`src/rtl/cache_pkg.sv`:
```
// Shared types for the cache controller / refill engine slice: the request
// packet layout, the refill engine state encoding and way normalisation.
package cache_pkg;

  localparam int PKT_ADDR_WIDTH = 32;
  localparam int PKT_NUM_WAYS   = 4;
  localparam int MAX_WAYS       = 32;

  typedef struct packed {
    logic                      flush;
    logic [PKT_NUM_WAYS-1:0]   way;
    logic [PKT_ADDR_WIDTH-1:0] addr;
  } ds_pkt;

  typedef enum logic [2:0] {
    S_IDLE,
    S_FILL_REQ,
    S_FILL_DATA,
    S_WB_REQ,
    S_WB_RD,
    S_WB_DATA,
    S_ACK
  } state_e;

  // Lowest set bit as a one-hot; an all-zero field maps to way 0 because the
  // upstream LRU does not yet produce a selection.
  function automatic logic [MAX_WAYS-1:0] onehot_lowest(input logic [MAX_WAYS-1:0] way);
    logic [MAX_WAYS-1:0] r;
    r    = '0;
    r[0] = 1'b1;
    for (int i = MAX_WAYS - 1; i >= 0; i--) begin
      if (way[i]) begin
        r    = '0;
        r[i] = 1'b1;
      end
    end
    return r;
  endfunction

endpackage

```
`src/rtl/cache_refill_engine.sv`:
```
// Cache refill engine: pops one {flush, way, addr} request at a time and runs
// either a line fill (memory burst read -> data array) or a line writeback
// (data array -> memory burst write), then pulses ack_o.
module cache_refill_engine
  import cache_pkg::*;
#(
  parameter int ADDR_WIDTH = 32,
  parameter int DATA_WIDTH = 32,
  parameter int NUM_WAYS   = 4,
  parameter int LINE_WORDS = 4
) (
  input  logic                           clk,
  input  logic                           reset,
  input  logic                           qvld_i,
  output logic                           qrdy_o,
  input  logic [NUM_WAYS+ADDR_WIDTH:0]   qdat_i,
  output logic                           ack_o,
  output logic                           mreq_o,
  input  logic                           mgnt_i,
  output logic                           mwe_o,
  output logic [ADDR_WIDTH-1:0]          maddr_o,
  input  logic                           mrvld_i,
  input  logic [DATA_WIDTH-1:0]          mrdat_i,
  output logic                           mwvld_o,
  input  logic                           mwrdy_i,
  output logic [DATA_WIDTH-1:0]          mwdat_o,
  output logic                           are_o,
  output logic                           awe_o,
  output logic [NUM_WAYS-1:0]            away_o,
  output logic [ADDR_WIDTH-1:0]          aaddr_o,
  output logic [DATA_WIDTH-1:0]          awdat_o,
  input  logic [DATA_WIDTH-1:0]          ardat_i
);

  localparam int CW        = (LINE_WORDS > 1) ? $clog2(LINE_WORDS) : 1;
  localparam int BSH       = $clog2(DATA_WIDTH / 8);
  localparam int OFFS      = $clog2(LINE_WORDS * (DATA_WIDTH / 8));
  localparam logic [CW-1:0] LAST = CW'(LINE_WORDS - 1);
  localparam logic [ADDR_WIDTH-1:0] LINE_MASK = ~((ADDR_WIDTH'(1) << OFFS) - ADDR_WIDTH'(1));

  state_e                  state, nxt;
  logic [CW-1:0]           cnt_q;
  logic                    first_q;
  logic [ADDR_WIDTH-1:0]   base_q;
  logic [NUM_WAYS-1:0]     way_q;
  logic [DATA_WIDTH-1:0]   hold_q;
  logic                    cnt_inc;
  logic                    beat;
  logic                    pkt_flush;
  logic [MAX_WAYS-1:0]     way_oh;
  logic [ADDR_WIDTH-1:0]   word_addr;

  assign pkt_flush = qdat_i[NUM_WAYS+ADDR_WIDTH];
  assign way_oh    = onehot_lowest(MAX_WAYS'(qdat_i[ADDR_WIDTH +: NUM_WAYS]));
  assign beat      = qvld_i && qrdy_o;
  assign word_addr = base_q + (ADDR_WIDTH'(cnt_q) << BSH);

  // Control state: FSM state, word counter and first-cycle-of-WB_DATA flag.
  always_ff @(posedge clk or posedge reset) begin
    if (reset) begin
      state   <= S_IDLE;
      cnt_q   <= '0;
      first_q <= 1'b0;
    end else begin
      state   <= nxt;
      first_q <= (state == S_WB_RD);
      if (beat) begin
        cnt_q <= '0;
      end else if (cnt_inc) begin
        cnt_q <= cnt_q + CW'(1);
      end
    end
  end

  // Datapath registers; every output using them is gated by state, so they
  // need no reset.
  always_ff @(posedge clk) begin
    if (beat) begin
      base_q <= qdat_i[ADDR_WIDTH-1:0] & LINE_MASK;
      way_q  <= way_oh[NUM_WAYS-1:0];
    end
    if (state == S_WB_DATA && first_q) begin
      hold_q <= ardat_i;
    end
  end

  // Next-state and output decode. In the first WB_DATA cycle the array data
  // is passed straight through; afterwards the held copy keeps mwdat_o stable.
  always_comb begin
    nxt     = state;
    cnt_inc = 1'b0;
    qrdy_o  = 1'b0;
    ack_o   = 1'b0;
    mreq_o  = 1'b0;
    mwe_o   = 1'b0;
    maddr_o = '0;
    mwvld_o = 1'b0;
    mwdat_o = '0;
    are_o   = 1'b0;
    awe_o   = 1'b0;
    away_o  = '0;
    aaddr_o = '0;
    awdat_o = '0;
    case (state)
      S_IDLE: begin
        qrdy_o = 1'b1;
        if (qvld_i) nxt = pkt_flush ? S_WB_REQ : S_FILL_REQ;
      end
      S_FILL_REQ: begin
        mreq_o  = 1'b1;
        maddr_o = base_q;
        if (mgnt_i) nxt = S_FILL_DATA;
      end
      S_FILL_DATA: begin
        away_o = way_q;
        if (mrvld_i) begin
          awe_o   = 1'b1;
          awdat_o = mrdat_i;
          aaddr_o = word_addr;
          cnt_inc = 1'b1;
          if (cnt_q == LAST) nxt = S_ACK;
        end
      end
      S_WB_REQ: begin
        mreq_o  = 1'b1;
        mwe_o   = 1'b1;
        maddr_o = base_q;
        if (mgnt_i) nxt = S_WB_RD;
      end
      S_WB_RD: begin
        are_o   = 1'b1;
        away_o  = way_q;
        aaddr_o = word_addr;
        nxt     = S_WB_DATA;
      end
      S_WB_DATA: begin
        mwvld_o = 1'b1;
        mwdat_o = first_q ? ardat_i : hold_q;
        if (mwrdy_i) begin
          cnt_inc = 1'b1;
          nxt     = (cnt_q == LAST) ? S_ACK : S_WB_RD;
        end
      end
      S_ACK: begin
        ack_o = 1'b1;
        nxt   = S_IDLE;
      end
      default: nxt = S_IDLE;
    endcase
  end

endmodule

```
`config.mk`:
```
export PLATFORM = sky130hd
export DESIGN_NAME = cache_refill_engine
export DESIGN_NICKNAME = d
export VERILOG_FILES = /design/src/rtl/cache_pkg.sv /design/src/rtl/cache_refill_engine.sv
export SDC_FILE = /design/constraint.sdc
export NUM_CORES = 1
export LEC_CHECK = 0
export BUFFER_PORTS_ARGS = -buffer_cell sky130_fd_sc_hd__buf_2
export CAP_MARGIN = 20
export CORE_MARGIN = 2
export CORE_UTILIZATION = 42
export DETAILED_ROUTE_END_ITERATION = 16
export HOLD_SLACK_MARGIN = 0.05
export PLACE_DENSITY = 0.81
export SLEW_MARGIN = 20
export SYNTH_ARGS = -nofsm -noshare
export SYNTH_HDL_FRONTEND = slang
export SYNTH_SLANG_ARGS = --single-unit
```
`constraint.sdc`:
```
create_clock -name clk -period 2.8 [get_ports clk]
set_input_delay 0 -clock clk [delete_from_list [all_inputs] [get_ports clk]]
set_output_delay 0 -clock clk [all_outputs]
set_load 0.05 [all_outputs]
```
# Word level (Yosys, flattened, before mapping)
# Index checks and enable logic that the tools add are counted.
# classes
addsub	2
eq_ne	13
muxes	32
reduce_logical	9
# ops
cell	count
two-way mux 32 bit	6
one-hot mux 32 bit (2 select lines)	1
adder 32 x 4 -> 32 bit	1
two-way mux 3 bit	7
one-hot mux 3 bit (6 select lines)	1
inequality test 2 bit (second input constant)	6
two-way mux 2 bit	5
== test 3 bit (second input constant)	3
two-way mux 1 bit	9
two-way mux 4 bit	2
== test 3 x 2 -> 1 bit (second input constant)	2
AND reduction 6 bit	1
OR reduction 2 bit	3
== test 3 x 1 -> 1 bit (second input constant)	1
logical NOT 3 bit	1
OR reduction 3 bit	1
adder 2 x 1 -> 2 bit (second input constant)	1
== test 2 bit (second input constant)	1
logical AND 1 bit	2
one-hot mux 1 bit (2 select lines)	1
nonzero test 2 bit	1
# word_totals
reg_bits	70
inputBits	107
out_inout_bits	139
word_cells	64

# Logic depth before layout (Yosys ltp)
# Gate-level depths: netlist of run 1.
# logic_depth
word_depth	4
mapped_depth	5
mapped_depth_nobuf	4

# Least setup slack after synthesis of run 1
# Ideal clock, no wire load.
# synth_path
path_kind	reg-to-reg
startpoint	register state[2]
endpoint	register base_q[10] (enable)
setup_ns	0.387
arrival_time_ns	1.602
t_required_ns	2.413
path_slack_ns	0.811
path_stages_with_launch	3
path_buffers	0
period_less_slack_ns	1.989
cell_sequence	dfrtp_1 > or4b_1 > inv_1
# synth_via
elab_chain_len	3
# synth_lines
element	line	rtl
from (decl)	cache_refill_engine.sv:41	state_e state, nxt;
from (signal assigned)	cache_refill_engine.sv:65	state <= nxt;
logical NOT 3 bit	cache_refill_engine.sv:104	case (state)
two-way mux 1 bit	cache_refill_engine.sv:104	
logical AND 1 bit	cache_refill_engine.sv:55	assign beat = qvld_i && qrdy_o;
named net beat	cache_refill_engine.sv:48	logic beat;
to (signal assigned)	cache_refill_engine.sv:79	base_q <= qdat_i[ADDR_WIDTH-1:0] & LINE_MASK;
to (decl)	cache_refill_engine.sv:44	logic [ADDR_WIDTH-1:0] base_q;
# The timed path passes the listed nets, and every way through them passes these cells.
# A chain may end at the register's enable or synchronous reset.

# Final worst setup path of run 1
# layout_path
startpoint	register state[0]
endpoint	output port maddr_o[25]
# layout_via
elab_chain_len	3
elab_cells_between_ends	4
cone_classes	2 x eq/ne; 1 x mux; 1 x reduce/logical
# layout_lines
element	line	rtl
== test 3 x 2 -> 1 bit / == test 3 x 1 -> 1 bit (equally long branches)	cache_refill_engine.sv:104	
OR reduction 2 bit (no source line) (*)	-	
two-way mux 32 bit (*)	cache_refill_engine.sv:104	
to (decl)	cache_refill_engine.sv:21	output logic [ADDR_WIDTH-1:0] maddr_o,
# Mark *: on every way between the ends. The rest lies on a longest branch, timed or not.

==> results of run 1 <==
==> through the flow <==
step,power (mW),cells,util,worst slack (ns)
global route,5.365,708,0.6798,0.4897
global placement,4.366,626,0.5802,0.9196
CTS,5.143,707,0.6795,0.6146
floorplan,3.788,306,-,0.8114
finish,5.140,708,0.6798,0.5958
detailed placement,4.414,626,0.5802,0.8852
==> sequential cells by signal, indices dropped and copies added, names as in the netlist <==
name	count
state	3
base_q	28
hold_q	32
first_q	1
way_q	4
cnt_q	2
==> kinds of logic after synthesis <==
family                   count (synthesis)  share of synthesized area
buffers and inverters                   29                    0.04448
other                                    1                   0.001058
multiplexers                            33                    0.09319
AO/OA/AOI/OAI                           10                    0.01977
flip-flops                              70                     0.5845
adder cells (fa/ha/maj)                  1                   0.003529
AND/OR/NAND/NOR                        157                     0.2534
==> power by group through the flow <==
stage / Combinational [mW] / Clock [mW] / Sequential [mW]
after floorplan: 2.41 / 0 / 1.38
after global placement: 2.92 / 0 / 1.44
after detailed placement: 2.95 / 0 / 1.46
after CTS: 3.03 / 0.675 / 1.44
after global routing: 3.19 / 0.715 / 1.46
final: 3.04 / 0.654 / 1.44
==> area by class of cell <==
| type | count | share of cell area |
|---|---|---|
| timing repair buffer | 307 | 0.3374 |
| tap | 105 | 0.02352 |
| antenna | 1 | 0.0004480 |
| multi-input combinational | 207 | 0.2388 |
| clock buffer | 11 | 0.02352 |
| inverter | 4 | 0.002688 |
| clock inverter | 3 | 0.002464 |
| sequential | 70 | 0.3712 |
==> worst min-delay path, delay by kind of cell <==
kind / cells / cell delay, ns
compound gates: 2 / 0.21
buf+inv: 1 / 0.10
simple gates: 1 / 0.06
==> cell usage in the layout (no fill, tap or decap), types with 2 or more instances in the layout <==
cell type / n
and2b_1: 2
dfrtp_1: 5
mux2i_1: 33
conb_1: 6
nand2_1: 4
and3_1: 2
nor3_1: 2
inv_1: 4
edfxtp_1: 64
a21oi_1: 2
and2_1: 96
nand2b_1: 2
dlygate4sd3_1: 67
buf_2: 235
nor2_1: 37
buf_4: 5
clkbuf_1: 2
clkinv_2: 2
clkbuf_8: 9
nor2b_1: 4
==> what timing repair did <==
item | 4_1_cts | 5_1_grt
hold buffers | 67 | 0
endpoints found under the hold margin | 73 | 0
setup buffers | 0 | 0
==> worst paths after layout <==
path / start / end / slack, ns / depth (start not counted)
max: state[0] / maddr_o[25] / 0.60 / 3
max reg2reg: state[2] / base_q[5] / 0.86 / 3
min: mwrdy_i / state[0] / 0.08 / 4
min reg2reg: cnt_q[0] / cnt_q[0] / 0.54 / 1
max in group asynchronous: reset / first_q / 2.45 / 3
min in group asynchronous: reset / cnt_q[0] / 0.14 / 3
==> routing by layer <==
metal | part of all wire | GRT usage | vias to the layer above
li1 | - | - | 1603
met1 | 0.33 | 0.2075 | 1556
met2 | 0.57 | 0.4610 | 153
met3 | 0.061 | 0.04933 | 36
met4 | 0.039 | 0.1298 | 2
met5 | 0.0012 | 0 | -
==> flow_summary.yaml, run 1 <==
floorplanning:
  io_pins: 246
  dieArea_um2: 9190
  core_area_um2: 8217
  fp.dieW_um: 95.87
  start_util: 0.4314
  placementRows: 33
  die_height_um: 95.87
logic_synthesis:
  yosysTopAreaCell: "edfxtp_1"
  yosysMostFrequentCell: "and2_1"
  ys_warn_count: 0
  ys.flop_type: "edfxtp_1"
  synth_common_cells: "and2_1 (96), edfxtp_1 (64), nor2_1 (37)"
  synth_cells: 301
  async_flop_share: 0.08571
  synth_seq_cells: 70
  synth_edf_count: 64
  syn_area_um2: 3545
  yosysSeqAreaShare: 0.5845
  synth_top_area_frac: 0.5422
  syn_area_per_cell_um2: 11.78
  yosys.cell_types.count: 35
  ys_top_cells_by_area: "edfxtp_1 (54%), and2_1 (17%), mux2i_1 (9.3%), dfrtp_1 (4.2%), nor2_1 (3.9%)"
pwr:
  p_leak_nw: 2.726
  p_clk_frac: 0.127
  p_seq_frac: 0.280
  p_sw_mw: 2.739
  sw_frac_of_total: 0.5328
  internal_power_mw: 2.401
  p_per_area_nw_per_um2: 920.3
  peakVddDrop_mv: 0.7246
  combinationalPowerShare: 0.592
sta:
  setup-violations-final: 0
  tns_ns: 0
  relSlewSlack: 0.4617
  slew_violations: 0
  whs_ns: 0.08213
  fmax_mhz: 453.7
  layout_worst_path_cycle_share: 0.7872
  fin_skew_ns: 0.006502
  hold_viol: 0
  grt_setup_unrepaired: "no"
  period_minus_slack_ns: 2.204
  worst_slew_pin_slew_ns: 0.8074
critical_path:
  crit_family: "simple AND/OR/NAND/NOR gates"
  worstSetupStartpointType: "flop"
  cpPeakStageDelay_ns: 0.73
  path_buf_inv: 1
  crit_slowest_cell: "and2b_1"
  path_class: "flop to output port"
  cp.required_ns: 2.80
  crit_arrival_ns: 2.20
  crit_path_end_kind: "output port"
  cp_cell_sequence: "and2b_1 -> and2_1 -> buf_2"
  crit_fanout: 31
job:
  cap_violations: 0
clock_network:
  path_clk_slew_ns: 0.07
  insertion_delay_ns: 0.33
  htreeDepth: 3
  ctsResizeCount: 0
  clock_sinks: 70
  cts-root-buf: "clkbuf_8"
  cts_buffers: 9
  clockBufferDepth: 2
  cts_tree: "yes"
finish:
  fillCellCount: 645
  fin_nets: 707
  regArea_um2: 2073
  final_area_um2: 5585
  multi_input_area_um2: 1334
  drive_gt1_frac: 0.4236
  syn_to_final_growth_pct: 57.57
global_routing:
  antenna_found_initial: 2
  grt_pass1_vias: 3291
  grt_pass1_wl_um: 15580
  grt_max_degree: 36
  track_usage: 0.2298
  grt_overflow: 0
placed_design:
  numPortBuffers: 235
  dpl.hpwl_um: 7351
  gp_congestion: 0.7943
  postPlaceCellArea_um2: 4767
drt:
  dr_total_vias: 3350
  post_drt_wl_per_cell_um: 15.51
  initialDrtViolationCount: 241
  drtAntennaViolNets: 0
  totalWireLength_um: 10980
  viasPerCell: 4.732
  drcViolationCount: 0
  first_pass_iters: 4
status:
  status: "completed"
worst_hold_path:
  hp-class: "input port to flop"
Note: power is estimated with default switching activity, not from simulation.
==> inputs of run 2 (changes only) <==
--- a/config.mk
+++ b/config.mk
@@ -5,6 +5,7 @@
 export SDC_FILE = /design/constraint.sdc
 export NUM_CORES = 1
 export LEC_CHECK = 0
+export ABC_AREA = 1
 export BUFFER_PORTS_ARGS = -buffer_cell sky130_fd_sc_hd__buf_2
 export CAP_MARGIN = 20
 export CORE_MARGIN = 2
==> constraint.sdc (replaced) <==
create_clock -name clk -period 2.1 [get_ports clk]
set_input_delay 0 -clock clk [delete_from_list [all_inputs] [get_ports clk]]
set_output_delay 0 -clock clk [all_outputs]
set_load 0.05 [all_outputs]
==> flow_summary.yaml, run 2 <==
clock_network:
  cts_buffers: 9
  path_clk_slew_ns: 0.08
  cts-root-buf: "clkbuf_8"
  cts_tree: "yes"
  clock_sinks: 70
  clockBufferDepth: 2
  insertion_delay_ns: 0.33
  htreeDepth: 3
  cts_setup_buffers: 0
critical_path:
  crit_slowest_cell: "dfrtp_1"
  crit_path_end_kind: "output port"
  worstSetupStartpointType: "flop"
  reg2regPathDepth: 7
  crit_fanout: 29
  crit_arrival_ns: 1.99
  cp.required_ns: 2.10
  cp_cell_sequence: "inv_1 -> nand4_1 -> inv_2 -> nor2_4 -> buf_4 -> nor2_1 -> buf_2"
  crit_cells: 7
  crit_family: "buffers and inverters"
  path_class: "flop to output port"
  path_buf_inv: 4
  cpPeakStageDelay_ns: 0.47
logic_synthesis:
  ys_warn_count: 0
  ys_top_cells_by_area: "edfxtp_1 (54%), nand2_1 (12%), nor2_1 (11%), inv_1 (5.3%), a21oi_1 (4.7%)"
  yosysTopAreaCell: "edfxtp_1"
  synth_common_cells: "nand2_1 (115), nor2_1 (105), edfxtp_1 (64)"
  async_flop_share: 0.08571
  yosysMostFrequentCell: "nand2_1"
  synth_seq_cells: 70
  syn_area_per_cell_um2: 8.375
  synth_edf_count: 64
  synth_cells: 424
  synth_top_area_frac: 0.5412
  syn_area_um2: 3551
  ys.flop_type: "edfxtp_1"
  yosys.cell_types.count: 23
  yosysSeqAreaShare: 0.5835
worst_hold_path:
  hp-class: "input port to flop"
  holdPathStages: 3
drt:
  wl_met2_um: 6070
  drtAntennaViolNets: 0
  dr_total_vias: 3925
  viasPerCell: 4.706
  first_pass_iters: 5
  initialDrtViolationCount: 156
  wl_met3_um: 846
  totalWireLength_um: 11450
  highest_layer: "met4"
  drcViolationCount: 0
  post_drt_wl_per_cell_um: 13.73
  wl_met1_um: 4243
global_routing:
  antenna_found_initial: 0
  track_usage: 0.2345
  grt_max_degree: 34
  grt_pass1_wl_um: 16380
  grt_overflow: 0
  grt_pass1_vias: 3622
sta:
  fin_skew_ns: 0.01095
  period_minus_slack_ns: 1.993
  slew_violations: 0
  hold_viol: 0
  fmax_mhz: 501.8
  layout_worst_path_cycle_share: 0.9490
  setup-violations-final: 0
finish:
  syn_to_final_growth_pct: 60.25
  drive_gt1_frac: 0.3649
  final_cell_mix: "buf_2 (230), nand2_1 (115), nor2_1 (104)"
  reg.largest.list: "hold_q: 32 flops, base_q: 28 flops, way_q: 4 flops"
  postLayoutCoreUtil: 0.6926
  fin_nets: 832
  layout_commonest_cell: "buf_2"
  largest_reg_flops: 32
  final_area_um2: 5690
  diodes: 0
  largest_register: "hold_q"
placed_design:
  postPlaceCellArea_um2: 4818
  dpl.hpwl_um: 7444
  gp_congestion: 0.8239
  numPortBuffers: 235
floorplanning:
  fp.dieW_um: 95.95
  dieArea_um2: 9206
  io_pins: 246
  start_util: 0.4322
  core_area_um2: 8217
  placementRows: 33
  die_height_um: 95.95
pwr:
  peakVddDrop_mv: 1.073
  p_per_area_nw_per_um2: 1214
  power_mw: 6.910
  p_leak_nw: 3.033
status:
  status: "completed"
job:
  cap_violations: 0
[run 2: cell count changes after synthesis, sizes merged, moves of 2 or more]
cell / before / now
a21oi: 3 / 33
and2: 96 / 0
and2b: 2 / 0
and3: 2 / 0
clkbuf: 7 / 11
inv: 4 / 51
mux2i: 33 / 0
nand2: 4 / 115
nand2b: 2 / 0
nand3: 0 / 9
nor2: 37 / 107
nor2b: 4 / 0
[run 2: what timing repair did]
| item | in CTS | in global routing |
|---|---|---|
| gates resized for setup | 0 | 8 |
| setup endpoints to repair | 0 | 30 |
| hold buffers | 69 | 0 |
| hold endpoints to repair | 74 | 0 |
[run 2: area by class of cell]
class | count | area (um2)
clock buffers | 9 | 123.9
clock inverters | 7 | 40.04
fillers | 600 | 2526
inverters | 51 | 191.4
multi-input cells | 278 | 1152
flip-flops and latches | 70 | 2072
well taps | 105 | 131.4
repair buffers | 314 | 1979
[run 2: cells by family after synthesis]
| logic type | Yosys count | synth area share |
|---|---|---|
| simple gates | 235 | 0.2593 |
| flops | 70 | 0.5835 |
| fa+ha+maj | 1 | 0.003523 |
| compound gates | 36 | 0.05180 |
| buf+inv | 81 | 0.1008 |
| other cells | 1 | 0.001056 |
[run 2: through the flow]
stage	worst slack [ns]	TNS (ns)	cells	hold slack, ns
2_1_floorplan	0.08813	0	429	-0.2090
3_3_place_gp	0.5045	0	749	-0.07271
3_5_place_dp	0.4280	0	749	-0.06598
4_1_cts	0.1006	0	834	0.06704
5_1_grt	-0.04536	-0.05201	834	0.1120
6_report	0.1071	0	834	0.09267
[run 2: power breakdown]
group	internal, mW	switching, mW	total, mW
logic	0.899	3.26	4.16
registers	1.74	0.102	1.84
clock network	0.418	0.497	0.916
total	3.05	3.86	6.91
[run 2: routing by layer]
| layer | vias to the layer above | GRT usage |
|---|---|---|
| met1 | 1789 | 0.2540 |
| li1 | 1908 | - |
| met4 | 0 | 0.09286 |
| met3 | 27 | 0.04855 |
| met2 | 201 | 0.4429 |
| met5 | - | 0 |
[run 2: path summary, 6_finish.rpt]
path	endpoint	slack, ns	start
min in group asynchronous	state[2]	0.14	reset
setup / recovery	aaddr_o[30]	0.11	state[0]
hold reg to reg	cnt_q[1]	0.58	cnt_q[1]
max in group asynchronous	first_q	1.76	reset
setup reg to reg	state[0]	0.18	state[2]
hold / removal	way_q[0]	0.09	qdat_i[35]
[run 2: worst reg2reg max path, cell delays in order, from the launching register on]
cell and delay, ns:
dfrtp_1 0.45, inv_2 0.11, nand2_1 0.07, buf_4 0.31, nor2_1 0.11, nor2_1 0.13, dlygate4sd3_1 0.57, nand2_1 0.06
